<file path="config.mk">
export PLATFORM = sky130hd
export DESIGN_NAME = game_flow_sequencer
export DESIGN_NICKNAME = d
export VERILOG_FILES = /design/src/rtl/game_flow_sequencer_pkg.sv /design/src/rtl/game_flow_sequencer_hold_timer.sv /design/src/rtl/game_flow_sequencer.sv
export SDC_FILE = /design/constraint.sdc
export NUM_CORES = 1
export LEC_CHECK = 0
export CORE_MARGIN = 2
export CORE_UTILIZATION = 44
export DETAILED_ROUTE_END_ITERATION = 10
export HOLD_SLACK_MARGIN = 0.12
export PLACE_DENSITY_LB_ADDON = 0.25
export SETUP_SLACK_MARGIN = 0.3
export SLEW_MARGIN = 20
export SYNTH_ARGS = -nofsm -noshare
export SYNTH_HDL_FRONTEND = slang
export SYNTH_HIERARCHICAL = 1
export SYNTH_SLANG_ARGS = --single-unit
</file>
<file path="constraint.sdc">
create_clock -name CLOCK -period 4.4 [get_ports CLOCK]
set_input_delay 0.88 -clock CLOCK [delete_from_list [all_inputs] [get_ports CLOCK]]
set_output_delay 0.88 -clock CLOCK [all_outputs]
set_load 0.05 [all_outputs]
</file>
<file path="src/rtl/game_flow_sequencer_pkg.sv">
// Shared encodings for the game flow sequencer: FSM states and blank 7-seg codes.
package game_flow_sequencer_pkg;

  typedef enum logic [2:0] {
    ST_IDLE   = 3'd0,
    ST_SLIDE  = 3'd1,
    ST_PLAY   = 3'd2,
    ST_RETRY  = 3'd3,
    ST_FINISH = 3'd4
  } state_t;

  localparam logic [6:0] SEG_BLANK = 7'h7F;
  localparam logic [3:0] AN_BLANK  = 4'hF;

endpackage

</file>
<file path="src/rtl/game_flow_sequencer_hold_timer.sv">
// Saturating hold counter for transition slides; expired is high once the
// count reaches HOLD_CYCLES-1 and stays there until cleared.
module hold_timer #(
  parameter int CNT_W       = 32,
  parameter int HOLD_CYCLES = 300_000_000
) (
  input  logic CLOCK,
  input  logic reset,
  input  logic clear,
  input  logic enable,
  output logic expired
);

  localparam logic [CNT_W-1:0] LAST = CNT_W'(HOLD_CYCLES - 1);

  logic [CNT_W-1:0] count_r;

  // Count while enabled, saturating at LAST; clear has priority.
  always_ff @(posedge CLOCK or posedge reset) begin
    if (reset) begin
      count_r <= {CNT_W{1'b0}};
    end else if (clear) begin
      count_r <= {CNT_W{1'b0}};
    end else if (enable && (count_r != LAST)) begin
      count_r <= count_r + CNT_W'(1);
    end
  end

  assign expired = (count_r == LAST);

endmodule

</file>
<file path="src/rtl/game_flow_sequencer.sv">
// Stage sequencer: start screen, timed slides, N game stages with retry, finish.
// Muxes OLED pixels and 7-seg signals from the active stage onto registered outputs.
module game_flow_sequencer
  import game_flow_sequencer_pkg::*;
#(
  parameter int NUM_STAGES  = 4,
  parameter int HOLD_CYCLES = 300_000_000,
  parameter int CNT_W       = 32,
  parameter int ALLOW_SKIP  = 1
) (
  input  logic                      CLOCK,
  input  logic                      reset,
  input  logic                      start,
  input  logic [NUM_STAGES-1:0]     stage_done,
  input  logic [NUM_STAGES-1:0]     stage_fail,
  input  logic [15:0]               start_pix,
  input  logic [16*NUM_STAGES-1:0]  slide_pix,
  input  logic [16*NUM_STAGES-1:0]  game_pix,
  input  logic [15:0]               retry_pix,
  input  logic [15:0]               end_pix,
  input  logic [7*NUM_STAGES-1:0]   stage_seg,
  input  logic [4*NUM_STAGES-1:0]   stage_an,
  output logic [15:0]               oled_data,
  output logic [6:0]                seg,
  output logic [3:0]                an,
  output logic [NUM_STAGES-1:0]     stage_en,
  output logic [NUM_STAGES-1:0]     stage_restart,
  output logic [2:0]                stage_idx,
  output logic                      all_done
);

  localparam logic [2:0] LAST_IDX = 3'(NUM_STAGES - 1);

  logic   sync1_r, sync2_r, start_prev_r, start_pe_s;
  state_t state_r, next_state_s;
  logic [2:0] idx_r, next_idx_s;
  logic   expired_s, done_sel_s, fail_sel_s;
  logic [5:0] seg_amt_s;
  logic [15:0] pix_s;
  logic [6:0]  seg_s;
  logic [3:0]  an_s;
  logic [NUM_STAGES-1:0] onehot_s, en_s, restart_s;
  logic   all_done_s;

  // Two-flop synchroniser on the raw button plus a delayed copy for edge detect.
  always_ff @(posedge CLOCK or posedge reset) begin
    if (reset) begin
      sync1_r      <= 1'b0;
      sync2_r      <= 1'b0;
      start_prev_r <= 1'b0;
    end else begin
      sync1_r      <= start;
      sync2_r      <= sync1_r;
      start_prev_r <= sync2_r;
    end
  end

  assign start_pe_s = sync2_r & ~start_prev_r;
  assign done_sel_s = 1'(stage_done >> idx_r);
  assign fail_sel_s = 1'(stage_fail >> idx_r);

  // The timer is held clear outside SLIDE, so every slide entry starts at zero.
  hold_timer #(.CNT_W(CNT_W), .HOLD_CYCLES(HOLD_CYCLES)) u_hold_timer (
    .CLOCK   (CLOCK),
    .reset   (reset),
    .clear   (state_r != ST_SLIDE),
    .enable  (state_r == ST_SLIDE),
    .expired (expired_s)
  );

  // State and stage index register.
  always_ff @(posedge CLOCK or posedge reset) begin
    if (reset) begin
      state_r <= ST_IDLE;
      idx_r   <= 3'd0;
    end else begin
      state_r <= next_state_s;
      idx_r   <= next_idx_s;
    end
  end

  // Next-state logic; done beats fail, other stages' inputs are masked by idx.
  always_comb begin
    next_state_s = state_r;
    next_idx_s   = idx_r;
    case (state_r)
      ST_IDLE: begin
        if (start_pe_s) begin
          next_state_s = ST_SLIDE;
          next_idx_s   = 3'd0;
        end else begin
          next_state_s = ST_IDLE;
        end
      end
      ST_SLIDE: begin
        if (expired_s || ((ALLOW_SKIP != 0) && start_pe_s)) begin
          next_state_s = ST_PLAY;
        end else begin
          next_state_s = ST_SLIDE;
        end
      end
      ST_PLAY: begin
        if (done_sel_s) begin
          if (idx_r == LAST_IDX) begin
            next_state_s = ST_FINISH;
          end else begin
            next_state_s = ST_SLIDE;
            next_idx_s   = idx_r + 3'd1;
          end
        end else if (fail_sel_s) begin
          next_state_s = ST_RETRY;
        end else begin
          next_state_s = ST_PLAY;
        end
      end
      ST_RETRY: begin
        if (start_pe_s) begin
          next_state_s = ST_PLAY;
        end else begin
          next_state_s = ST_RETRY;
        end
      end
      ST_FINISH: next_state_s = ST_FINISH;
      default: begin
        next_state_s = ST_IDLE;
        next_idx_s   = 3'd0;
      end
    endcase
  end

  assign seg_amt_s = {3'b000, idx_r} * 6'd7;
  assign onehot_s  = NUM_STAGES'(1'b1) << next_idx_s;

  // Output decode: display mux from current state, stage controls from next state.
  always_comb begin
    pix_s = 16'h0000;
    seg_s = SEG_BLANK;
    an_s  = AN_BLANK;
    case (state_r)
      ST_IDLE:   pix_s = start_pix;
      ST_SLIDE:  pix_s = 16'(slide_pix >> {idx_r, 4'b0000});
      ST_PLAY: begin
        pix_s = 16'(game_pix >> {idx_r, 4'b0000});
        seg_s = 7'(stage_seg >> seg_amt_s);
        an_s  = 4'(stage_an >> {idx_r, 2'b00});
      end
      ST_RETRY:  pix_s = retry_pix;
      ST_FINISH: pix_s = end_pix;
      default:   pix_s = 16'h0000;
    endcase
    if ((next_state_s == ST_PLAY) || (next_state_s == ST_RETRY)) begin
      en_s = onehot_s;
    end else begin
      en_s = {NUM_STAGES{1'b0}};
    end
    if ((next_state_s == ST_PLAY) && (state_r != ST_PLAY)) begin
      restart_s = onehot_s;
    end else begin
      restart_s = {NUM_STAGES{1'b0}};
    end
    all_done_s = (next_state_s == ST_FINISH);
  end

  // Registered outputs.
  always_ff @(posedge CLOCK or posedge reset) begin
    if (reset) begin
      oled_data     <= 16'h0000;
      seg           <= SEG_BLANK;
      an            <= AN_BLANK;
      stage_en      <= {NUM_STAGES{1'b0}};
      stage_restart <= {NUM_STAGES{1'b0}};
      all_done      <= 1'b0;
    end else begin
      oled_data     <= pix_s;
      seg           <= seg_s;
      an            <= an_s;
      stage_en      <= en_s;
      stage_restart <= restart_s;
      all_done      <= all_done_s;
    end
  end

  assign stage_idx = idx_r;

endmodule

</file>
* Word level (Yosys, flattened, before mapping)
Cells that the tools add are included.
** Storage, ports and cells
- Output and inout bits :: 39
- Word-level logic and storage cells :: 61
- Register bits :: 77
** Cells by class
- Multipliers :: 1
- Shift operators :: 7
- Bitwise gates (word level) :: 2
- Muxes and demuxes :: 18
- Reductions and logical operators :: 7
- Eq/ne operators :: 12
- $add $sub $neg :: 2
** Operators with widths (number)
- $shr A64 B7 Y16 :: 2
- $pmux W16 S5 :: 1
- $mux W32 :: 2
- $add A32 B1 Y32 const B :: 1
- $eq A32 B29 Y1 const B :: 1
- $ne A32 B29 Y1 const B :: 1
- $shr A28 B6 Y7 :: 1
- $shr A16 B5 Y4 :: 1
- $eq A3 B2 Y1 const B :: 5
- $mux W3 :: 5
- $pmux W3 S5 :: 1
- $mux W4 :: 3
- $pmux W3 S3 :: 1
- $shr A4 B3 Y1 :: 2
- $mux W7 :: 1
- $eq A3 B3 Y1 const B :: 2
- $mul A3 B3 Y6 const B :: 1
- $shl A1 B3 Y4 const A :: 1
- $add A3 B1 Y3 const B :: 1
- $eq A3 B1 Y1 const B :: 1
- $logic_not A3 Y1 :: 1
- $mux W1 :: 3
- $ne A3 B1 Y1 const B :: 1
- $ne A3 B2 Y1 const B :: 1
- 7 further kinds :: 9

* Depth between registers and ports, before layout
Gate-level depths: netlist of run 1.
- Depth after elaboration :: 8
- Mapped depth :: 11
- Mapped depth without buffers :: 8

* Cells and area by module
The synthesis of run 1 kept the hierarchy.
** Modules (own cells, without submodules)
- game_flow_sequencer :: area an instance 3540.9 µm², cells each 301, times used 1
- hold_timer :: area an instance 1814.2 µm², cells each 187, times used 1

* Worst setup path before layout of run 1
No wires, ideal clock.
- Path type :: reg-to-reg
- From :: register state_r[2]
- To :: register u_hold_timer.count_r[30]
- Buffers on the path :: 3
- Required time :: 4269 ps
- Cell stages (with the launch flop) :: 12
- Path slack :: 1990 ps
- Arrival time :: 2279 ps
- Clock period less this slack :: 2410 ps
- Setup time :: 131 ps
- Path through :: dfrtp_1 > buf_2 > nand2b_1 > nand2b_1 > inv_1 > clkbuf_1 > nand4_1 > or4_1 > buf_2 > nor4b_2 > xnor2_1 > nor2_1
** Between the ends
- Longest elaborated chain between the ends :: 3
** Ends and longest elaborated chain
- start, declared :: RTL line game_flow_sequencer.sv:35 : state_t state_r, next_state_s;
- start signal, assigned :: RTL line game_flow_sequencer.sv:77 : state_r <= next_state_s;
- $eq A3 B1 Y1 :: RTL line game_flow_sequencer.sv:67 : .enable (state_r == ST_SLIDE),
- $logic_and A1 B1 Y1 :: RTL line game_flow_sequencer_hold_timer.sv:24 : end else if (enable && (count_r != LAST)) begin
- $reduce_bool A2 Y1 (no line)
- end signal, assigned :: RTL line game_flow_sequencer_hold_timer.sv:21 : count_r <= {CNT_W{1'b0}};
- end signal, assigned :: RTL line game_flow_sequencer_hold_timer.sv:23 : count_r <= {CNT_W{1'b0}};
- end signal, assigned :: RTL line game_flow_sequencer_hold_timer.sv:25 : count_r <= count_r + CNT_W'(1);
- end, declared :: RTL line game_flow_sequencer_hold_timer.sv:16 : logic [CNT_W-1:0] count_r;
Several ways; a longest one is shown, not always the timed one.
A chain may end at the register's enable or synchronous reset.

* Worst setup path in the final report of run 1
- From :: register idx_r[2] (netlist: stage_idx[2])
- To :: output port stage_idx[2]
** RTL lines
- start, declared :: RTL line game_flow_sequencer.sv:36 : logic [2:0] idx_r, next_idx_s;
- start signal, assigned :: RTL line game_flow_sequencer.sv:78 : idx_r <= next_idx_s;
- end, declared :: RTL line game_flow_sequencer.sv:28 : output logic [2:0] stage_idx,
No word-level cell between the ends.

==> summary.md, run 1 <==
| Metric | Value |
|---|---|
| Cell Area, Placed | `between 0.008 and 0.009 mm^2` |
| Worst slew pin tran | `0.8797 ns` |
| Clock share of power | `19.8%` |
| Post-Syn Nets | `721` |
| Final setup fails | `0` |
| Final Max Slew Viols | `0` |
| Synth top area cells | `dfrtp_1, mux2i_1, mux4_2` |
| Max Buffers Root-to-Sink | `2` |
| Initial antenna violation count | `4` |
| Residual DRC count | `0` |
| CP arrival | `2.02 ns` |
| CTS tree | `built` |
| CP top delay family | `buffers and inverters` |
| DRT Pass-1 Iters | `5` |
| Most common cell after layout, fill and taps aside | `clkdlybuf4s50_1` |
| Final worst slack | `1.503 ns` |
| Worst Path Required | `3.52 ns` |
| Final instance area | `0.008335 mm^2` |
| Minimum period implied by the final worst setup slack | `2.897 ns` |
| IO Count | `between 200 and 300` |
| Buffers and inverters on the worst path | `1` |
| DR vias/cell | `5.737` |
| Sw Share | `approximately two fifths` |
| Simple-Gate Fraction of Synth Area | `17.29%` |
| CP Max Fanout | `20` |
| Layout cells sized above 1 | `11.04%` |
| Post-CTS Hold Buffers | `0` |
| Initial Util | `44.77%` |
| Clock skew | `0.007295 ns` |
| Final WL | `~18000 um` |
| Internal | `2120 uW` |
| Clock slew seen by the registers of the worst setup and hold paths | `0.06 ns` |
| #FFs+latches synth | `77` |
| Crit-path cells | `clkdlybuf4s50_1` |
| Crit start category | `flip-flop` |
| Status | `finished, final reports clean` |
| Fmax | `345.2 MHz` |
| First-pass GRT wire length | `26920 um` |
| Hold Crit Class | `reg2reg` |
| Critical Path End Type | `primary output` |
| Post-synthesis adder-cell area fraction | `0.4673%` |
| EDFF count, synth | `0` |
| Clock Latency Late Sink | `0.33 ns` |
| Worst slew margin | `40.61%` |
| Mux contribution to synthesized area | `between 20% and 30%` |
| Largest family of logic cells by synthesized area | `multiplexers` |
| Most frequent cells in the layout | `clkdlybuf4s50_1, dfrtp_1, mux2i_1` |
| Compound-gate portion of the synthesized area | `about an eighth` |
| Syn avg cell area | `10.97 um^2` |
| CTS buffer count | `9` |
| Fraction of registers with async set/reset | `100.0%` |
| Cts repair resizes | `0` |
| Primary FF master, synth | `dfrtp_1` |
| CP Class | `reg2out` |
| Pleak | `0.003073 uW` |
| Gp weighted congestion | `0.9440` |
| Synth-to-Final Area Change | `55.65%` |
| Hpwl dp | `roughly 14000 um` |
| Logic pwr share | `53.9%` |
| Mapped Cells | `488` |
| Die area | `0.01307 mm^2` |
| Max H-tree Level | `3` |
| Post-Syn Area | `~0.0054 mm^2` |
| Die W | `roughly 110 um` |
| Post-synthesis sequential area ratio | `36.24%` |
| Row cnt | `40` |
| Post-route insts no fill | `894` |
| Worst path slowest cell | `clkdlybuf4s50_1` |
| Setup Buffers After CTS | `0` |
| Post-route setup TNS | `0 ns` |
| Switching power | `1454 uW` |
| Vias in the first global route | `5290` |
| Peak supply drop | `between 200 and 250 uV` |
| Final hold viol count | `0` |
| Iteration-0 DRC Markers | `375` |
| Grt total ovfl | `0` |
| Pre-CTS setup slack | `1.557 ns` |
| Yosys warns | `6` |
| Hold slack | `around 0.35 ns` |
| Seq pwr share | `26.2%` |
| Average wire per standard cell | `between 20 and 25 um` |
| Global Route Usage Sum | `27.28%` |
| Nets | `971` |
| Placed cell count | `approximately 870` |
| Final worst-path cycle share | `about two thirds` |
| Num Clock Sinks | `77` |
| Max cap viols | `0` |
| XOR/XNOR Fraction of Synth Area | `under 10%` |
| Pin count of the biggest net entering global routing | `46` |
| Area fraction of the dominant cell type after synthesis | `30.84%` |
| Post-route ant nets | `0` |
| Core area | `0.01196 mm^2` |
| Crit-path max cell delay | `0.95 ns` |
| Area leader, netlist | `dfrtp_1` |
| Die height | `around 110 um` |
| Routed vias | `5129` |
| Clk Tree Root Cell | `clkbuf_16` |
| Distinct cell type count after synthesis | `69` |
| RSZ-0062 raised after global routing | `no` |
| Buffers on Ports | `269` |
| PwrDens | `around 430 mW/mm^2` |
==> flip-flops by register name, summed over array words and instances, names as in the netlist <==
signal                count
start_prev_r              1
stage_idx                 3
stage_restart             4
sync1_r                   1
oled_data                16
sync2_r                   1
u_hold_timer/count_r     32
stage_en                  4
all_done                  1
seg                       7
state_r                   3
an                        4
==> through the flow <==
stage	total power, uW	utilization (%)
3_3_place_gp	2832	67.14
3_5_place_dp	2872	67.14
2_1_floorplan	2317	-
5_1_grt	3737	69.67
6_report	3573	69.69
4_1_cts	3590	69.57
==> worst paths after layout <==
check / start / to / slack, ns / cells after the start
max in group asynchronous: reset / stage_idx[0]$_DFF_PP0_ / 2.83 / 2
min in group asynchronous: reset / u_hold_timer/count_r[15]$_DFFE_PP0P_ / 0.99 / 3
min: sync1_r$_DFF_PP0_ / sync2_r$_DFF_PP0_ / 0.35 / 0
max: stage_idx[2]$_DFF_PP0_ / stage_idx[2] / 1.50 / 1
max reg2reg: state_r[0]$_DFF_PP0_ / u_hold_timer/count_r[30]$_DFFE_PP0P_ / 1.55 / 9
min reg2reg: sync1_r$_DFF_PP0_ / sync2_r$_DFF_PP0_ / 0.35 / 0
==> kinds of logic after synthesis <==
family / count (synthesis)
AO/OA/AOI/OAI: 83
XOR/XNOR: 24
adder cells (fa/ha/maj): 2
buffers and inverters: 62
flip-flops: 77
multiplexers: 83
AND/OR/NAND/NOR: 157
==> final cells by class <==
| class | instances | area [um^2] |
|---|---|---|
| Fill cell | 905 | 3626 |
| Multi-Input combinational cell | 349 | 3062 |
| Timing Repair Buffer | 278 | 2760 |
| Sequential cell | 77 | 1942 |
| Clock buffer | 13 | 270.3 |
| Tap cell | 147 | 183.9 |
| Inverter | 23 | 87.58 |
| Clock inverter | 3 | 20.02 |
| Antenna cell | 4 | 10.01 |
==> synth_stat cells, types with 4 or more instances <==
library cell and number:
a211oi_1 5, a21oi_1 9, a221o_1 16, a221oi_1 16
buf_2 10, buf_4 4, buf_6 12, clkbuf_1 10
dfrtp_1 66, dfstp_2 11, inv_1 22, mux2i_1 52
mux4_1 9, mux4_2 19, nand2_1 17, nand2b_1 20
nand3_1 6, nand4_1 8, nor2_1 47, nor2b_1 5
nor3_1 9, nor4_1 10, o21ai_0 15, o31ai_1 4
or4_1 10, xnor2_1 21
==> power groups by stage <==
stage                     clock, uW  combinational (uW)  sequential (uW)
after floorplan                   0                1030             1290
after global placement            0                1890              945
after detailed placement          0                1920              952
after CTS                       725                1930              939
after global routing            756                2020              956
final                           709                1930              937
==> metal layers <==
layer | vias to the layer above | GRT usage (%) | part of all wire, %
met3 | 60 | 7.200 | 6.0
met5 | - | 0 | 0
li1 | 2361 | - | -
met1 | 2511 | 29.71 | 37
met2 | 197 | 47.46 | 52
met4 | 0 | 16.67 | 5.1
(Power assumes the default switching activity.)
==> inputs of run 2 (changes only) <==
--- a/config.mk
+++ b/config.mk
@@ -6,7 +6,7 @@
 export NUM_CORES = 1
 export LEC_CHECK = 0
 export CORE_MARGIN = 2
-export CORE_UTILIZATION = 44
+export CORE_UTILIZATION = 41
 export DETAILED_ROUTE_END_ITERATION = 10
 export HOLD_SLACK_MARGIN = 0.12
 export PLACE_DENSITY_LB_ADDON = 0.25
==> constraint.sdc (replaced) <==
create_clock -name CLOCK -period 2.9 [get_ports CLOCK]
set_input_delay 0.58 -clock CLOCK [delete_from_list [all_inputs] [get_ports CLOCK]]
set_output_delay 0.58 -clock CLOCK [all_outputs]
set_load 0.05 [all_outputs]
==> summary.md, run 2 (synthesis gave the netlist of run 1 again) <==
| Metric | Value |
|---|---|
| Layout cells sized above 1 | `12.40% (was 11.04%)` |
| Peak supply drop | `363.0 uV (was 226.3 uV)` |
| RSZ-0062 raised after global routing | `no (unchanged)` |
| Worst path slowest cell | `clkdlybuf4s50_1 (unchanged)` |
| Core area | `0.01267 mm^2 (was 0.01196 mm^2)` |
| CP Max Fanout | `14 (was 20)` |
| Final hold viol count | `0 (unchanged)` |
| Gp weighted congestion | `0.8889 (was 0.9440)` |
| Hpwl dp | `14930 um (was 14390 um)` |
| Average wire per standard cell | `20.46 um (was 20.22 um)` |
| FF+latch area | `0.001942 mm^2 (unchanged)` |
| Crit start category | `flip-flop (unchanged)` |
| Minimum period implied by the final worst setup slack | `2.436 ns` |
| Setup Buffers After CTS | `0 (unchanged)` |
| DR vias/cell | `5.590 (was 5.737)` |
| Initial antenna violation count | `4 (unchanged)` |
| Worst Path Required | `2.32 ns (was 3.52 ns)` |
| PwrDens | `666.2 mW/mm^2 (was 428.7 mW/mm^2)` |
| Die area | `0.01399 mm^2 (was 0.01307 mm^2)` |
| Post-route setup TNS | `0 ns (unchanged)` |
| First-pass GRT wire length | `28890 um (was 26920 um)` |
| Max Buffers Root-to-Sink | `2 (unchanged)` |
| Synth-to-Final Area Change | `58.57% (was 55.65%)` |
| Buffers on Ports | `269 (unchanged)` |
| Final Util | `67.02% (was 69.69%)` |
| CTS buffer count | `9 (unchanged)` |
| Clk Tree Root Cell | `clkbuf_16 (unchanged)` |
| Routed vias | `5171 (was 5129)` |
| Grt total ovfl | `0 (unchanged)` |
| IO Count | `270 (unchanged)` |
| Critical Path End Type | `primary output (unchanged)` |
| Row cnt | `41 (was 40)` |
| Initial Util | `42.26% (was 44.77%)` |
| Num Clock Sinks | `77 (unchanged)` |
| Vias in the first global route | `5357 (was 5290)` |
| Iteration-0 DRC Markers | `356 (was 375)` |
| Buffers and inverters on the worst path | `1 (unchanged)` |
| Total Power | `5657 uW (was 3573 uW)` |
| Clock slew seen by the registers of the worst setup and hold paths | `0.06 ns (about the same)` |
| Final Max Slew Viols | `0 (unchanged)` |
| Pin count of the biggest net entering global routing | `50 (was 46)` |
| Hold Crit Class | `reg2reg (unchanged)` |
| Die height | `118.3 um (was 114.3 um)` |
| CP top delay family | `buffers and inverters (unchanged)` |
| Nets | `978 (was 971)` |
| Worst slew pin tran | `0.6903 ns (was 0.8797 ns)` |
| Die W | `118.3 um (was 114.3 um)` |
| Final setup fails | `0 (unchanged)` |
| Max FFs per register | `32 (unchanged)` |
| Post-route insts no fill | `925 (was 894)` |
| Top flop regs | `u_hold_timer/count_r x32, oled_data x16, seg x7 (unchanged)` |
| Clock Latency Late Sink | `0.34 ns (was 0.33 ns)` |
| CTS tree | `built (unchanged)` |
| # fillers | `981 (was 905)` |
| Area of the multi-input gates | `0.003078 mm^2 (was 0.003062 mm^2)` |
| DRT Pass-1 Iters | `5 (unchanged)` |
| Fmax | `between 400 and 500 MHz` |
| Final WL | `18930 um (was 18080 um)` |
| Max cap viols | `0 (unchanged)` |
| Max H-tree Level | `3 (unchanged)` |
| Crit-path cells | `clkdlybuf4s50_1 (unchanged)` |
| CP Class | `reg2out (unchanged)` |
| Most flops, register | `u_hold_timer/count_r (unchanged)` |
| Status | `finished, final reports clean (unchanged)` |
| CP arrival | `1.86 ns (was 2.02 ns)` |
| Pleak | `0.003137 uW (was 0.003073 uW)` |
| Post-route ant nets | `0 (unchanged)` |
| Residual DRC count | `0 (unchanged)` |
| Placed cell count | `906 (was 874)` |
| Most frequent cells in the layout | `clkdlybuf4s50_1, dfrtp_1, mux2i_1 (unchanged)` |
| Final worst-path cycle share | `84.00%` |
| Most common cell after layout, fill and taps aside | `clkdlybuf4s50_1 (unchanged)` |
| Clock skew | `0.01109 ns (was 0.007295 ns)` |
| Worst slew margin | `53.91% (was 40.61%)` |
| Global Route Usage Sum | `26.72% (was 27.28%)` |
| Crit-path max cell delay | `0.90 ns (was 0.95 ns)` |
run 2: area by class of cell:
| type | count | share of cell area (%) |
|---|---|---|
| Sequential cell | 77 | 22.87 |
| Multi-Input combinational cell | 349 | 36.25 |
| Antenna cell | 3 | 0.08840 |
| Timing Repair Buffer | 285 | 33.39 |
| Clock inverter | 5 | 0.7514 |
| Clock buffer | 11 | 3.109 |
| Tap cell | 172 | 2.534 |
| Inverter | 23 | 1.017 |
run 2: worst paths after layout:
kind                       cells past startpoint  slack [ns]                           startpoint                                   to
max                                            1        0.46               stage_idx[2]$_DFF_PP0_                         stage_idx[2]
min                                            0        0.36                    sync1_r$_DFF_PP0_                    sync2_r$_DFF_PP0_
max reg2reg                                    8        0.52  u_hold_timer/count_r[0]$_DFFE_PP0P_                stage_en[1]$_DFF_PP0_
min reg2reg                                    0        0.36                    sync1_r$_DFF_PP0_                    sync2_r$_DFF_PP0_
max in group asynchronous                      3        1.63                                reset               oled_data[7]$_DFF_PP0_
min in group asynchronous                      3        0.68                                reset  u_hold_timer/count_r[7]$_DFFE_PP0P_
run 2: power breakdown:
| group | switching (uW) | total (uW) | internal [uW] |
|---|---|---|---|
| registers | 101 | 1380 | 1280 |
| clock network | 462 | 1210 | 748 |
| logic | 1720 | 3060 | 1340 |
| total | 2280 | 5660 | 3370 |
run 2: what timing repair did:
action	CTS	global route
endpoints found under the setup margin	0	4
hold buffers	0	0
gates resized for setup	0	4
run 2: through the flow:
stage	hold slack [ns]	setup WS [ns]	area [um^2]
floorplan	0.3312	0.4903	5355
global placement	0.3465	0.5311	8138
detailed placement	0.3363	0.4297	8138
CTS	0.3589	0.4102	8466
global route	0.3687	0.3320	8489
finish	0.3579	0.4640	8492
run 2: routing by layer:
layer | global-route usage [%] | vias up | share of wire, %
met4 | 10.92 | 0 | 3.0
met3 | 6.274 | 40 | 7.4
li1 | - | 2376 | -
met1 | 31.22 | 2540 | 37
met2 | 46.97 | 215 | 52
met5 | 0 | - | 0
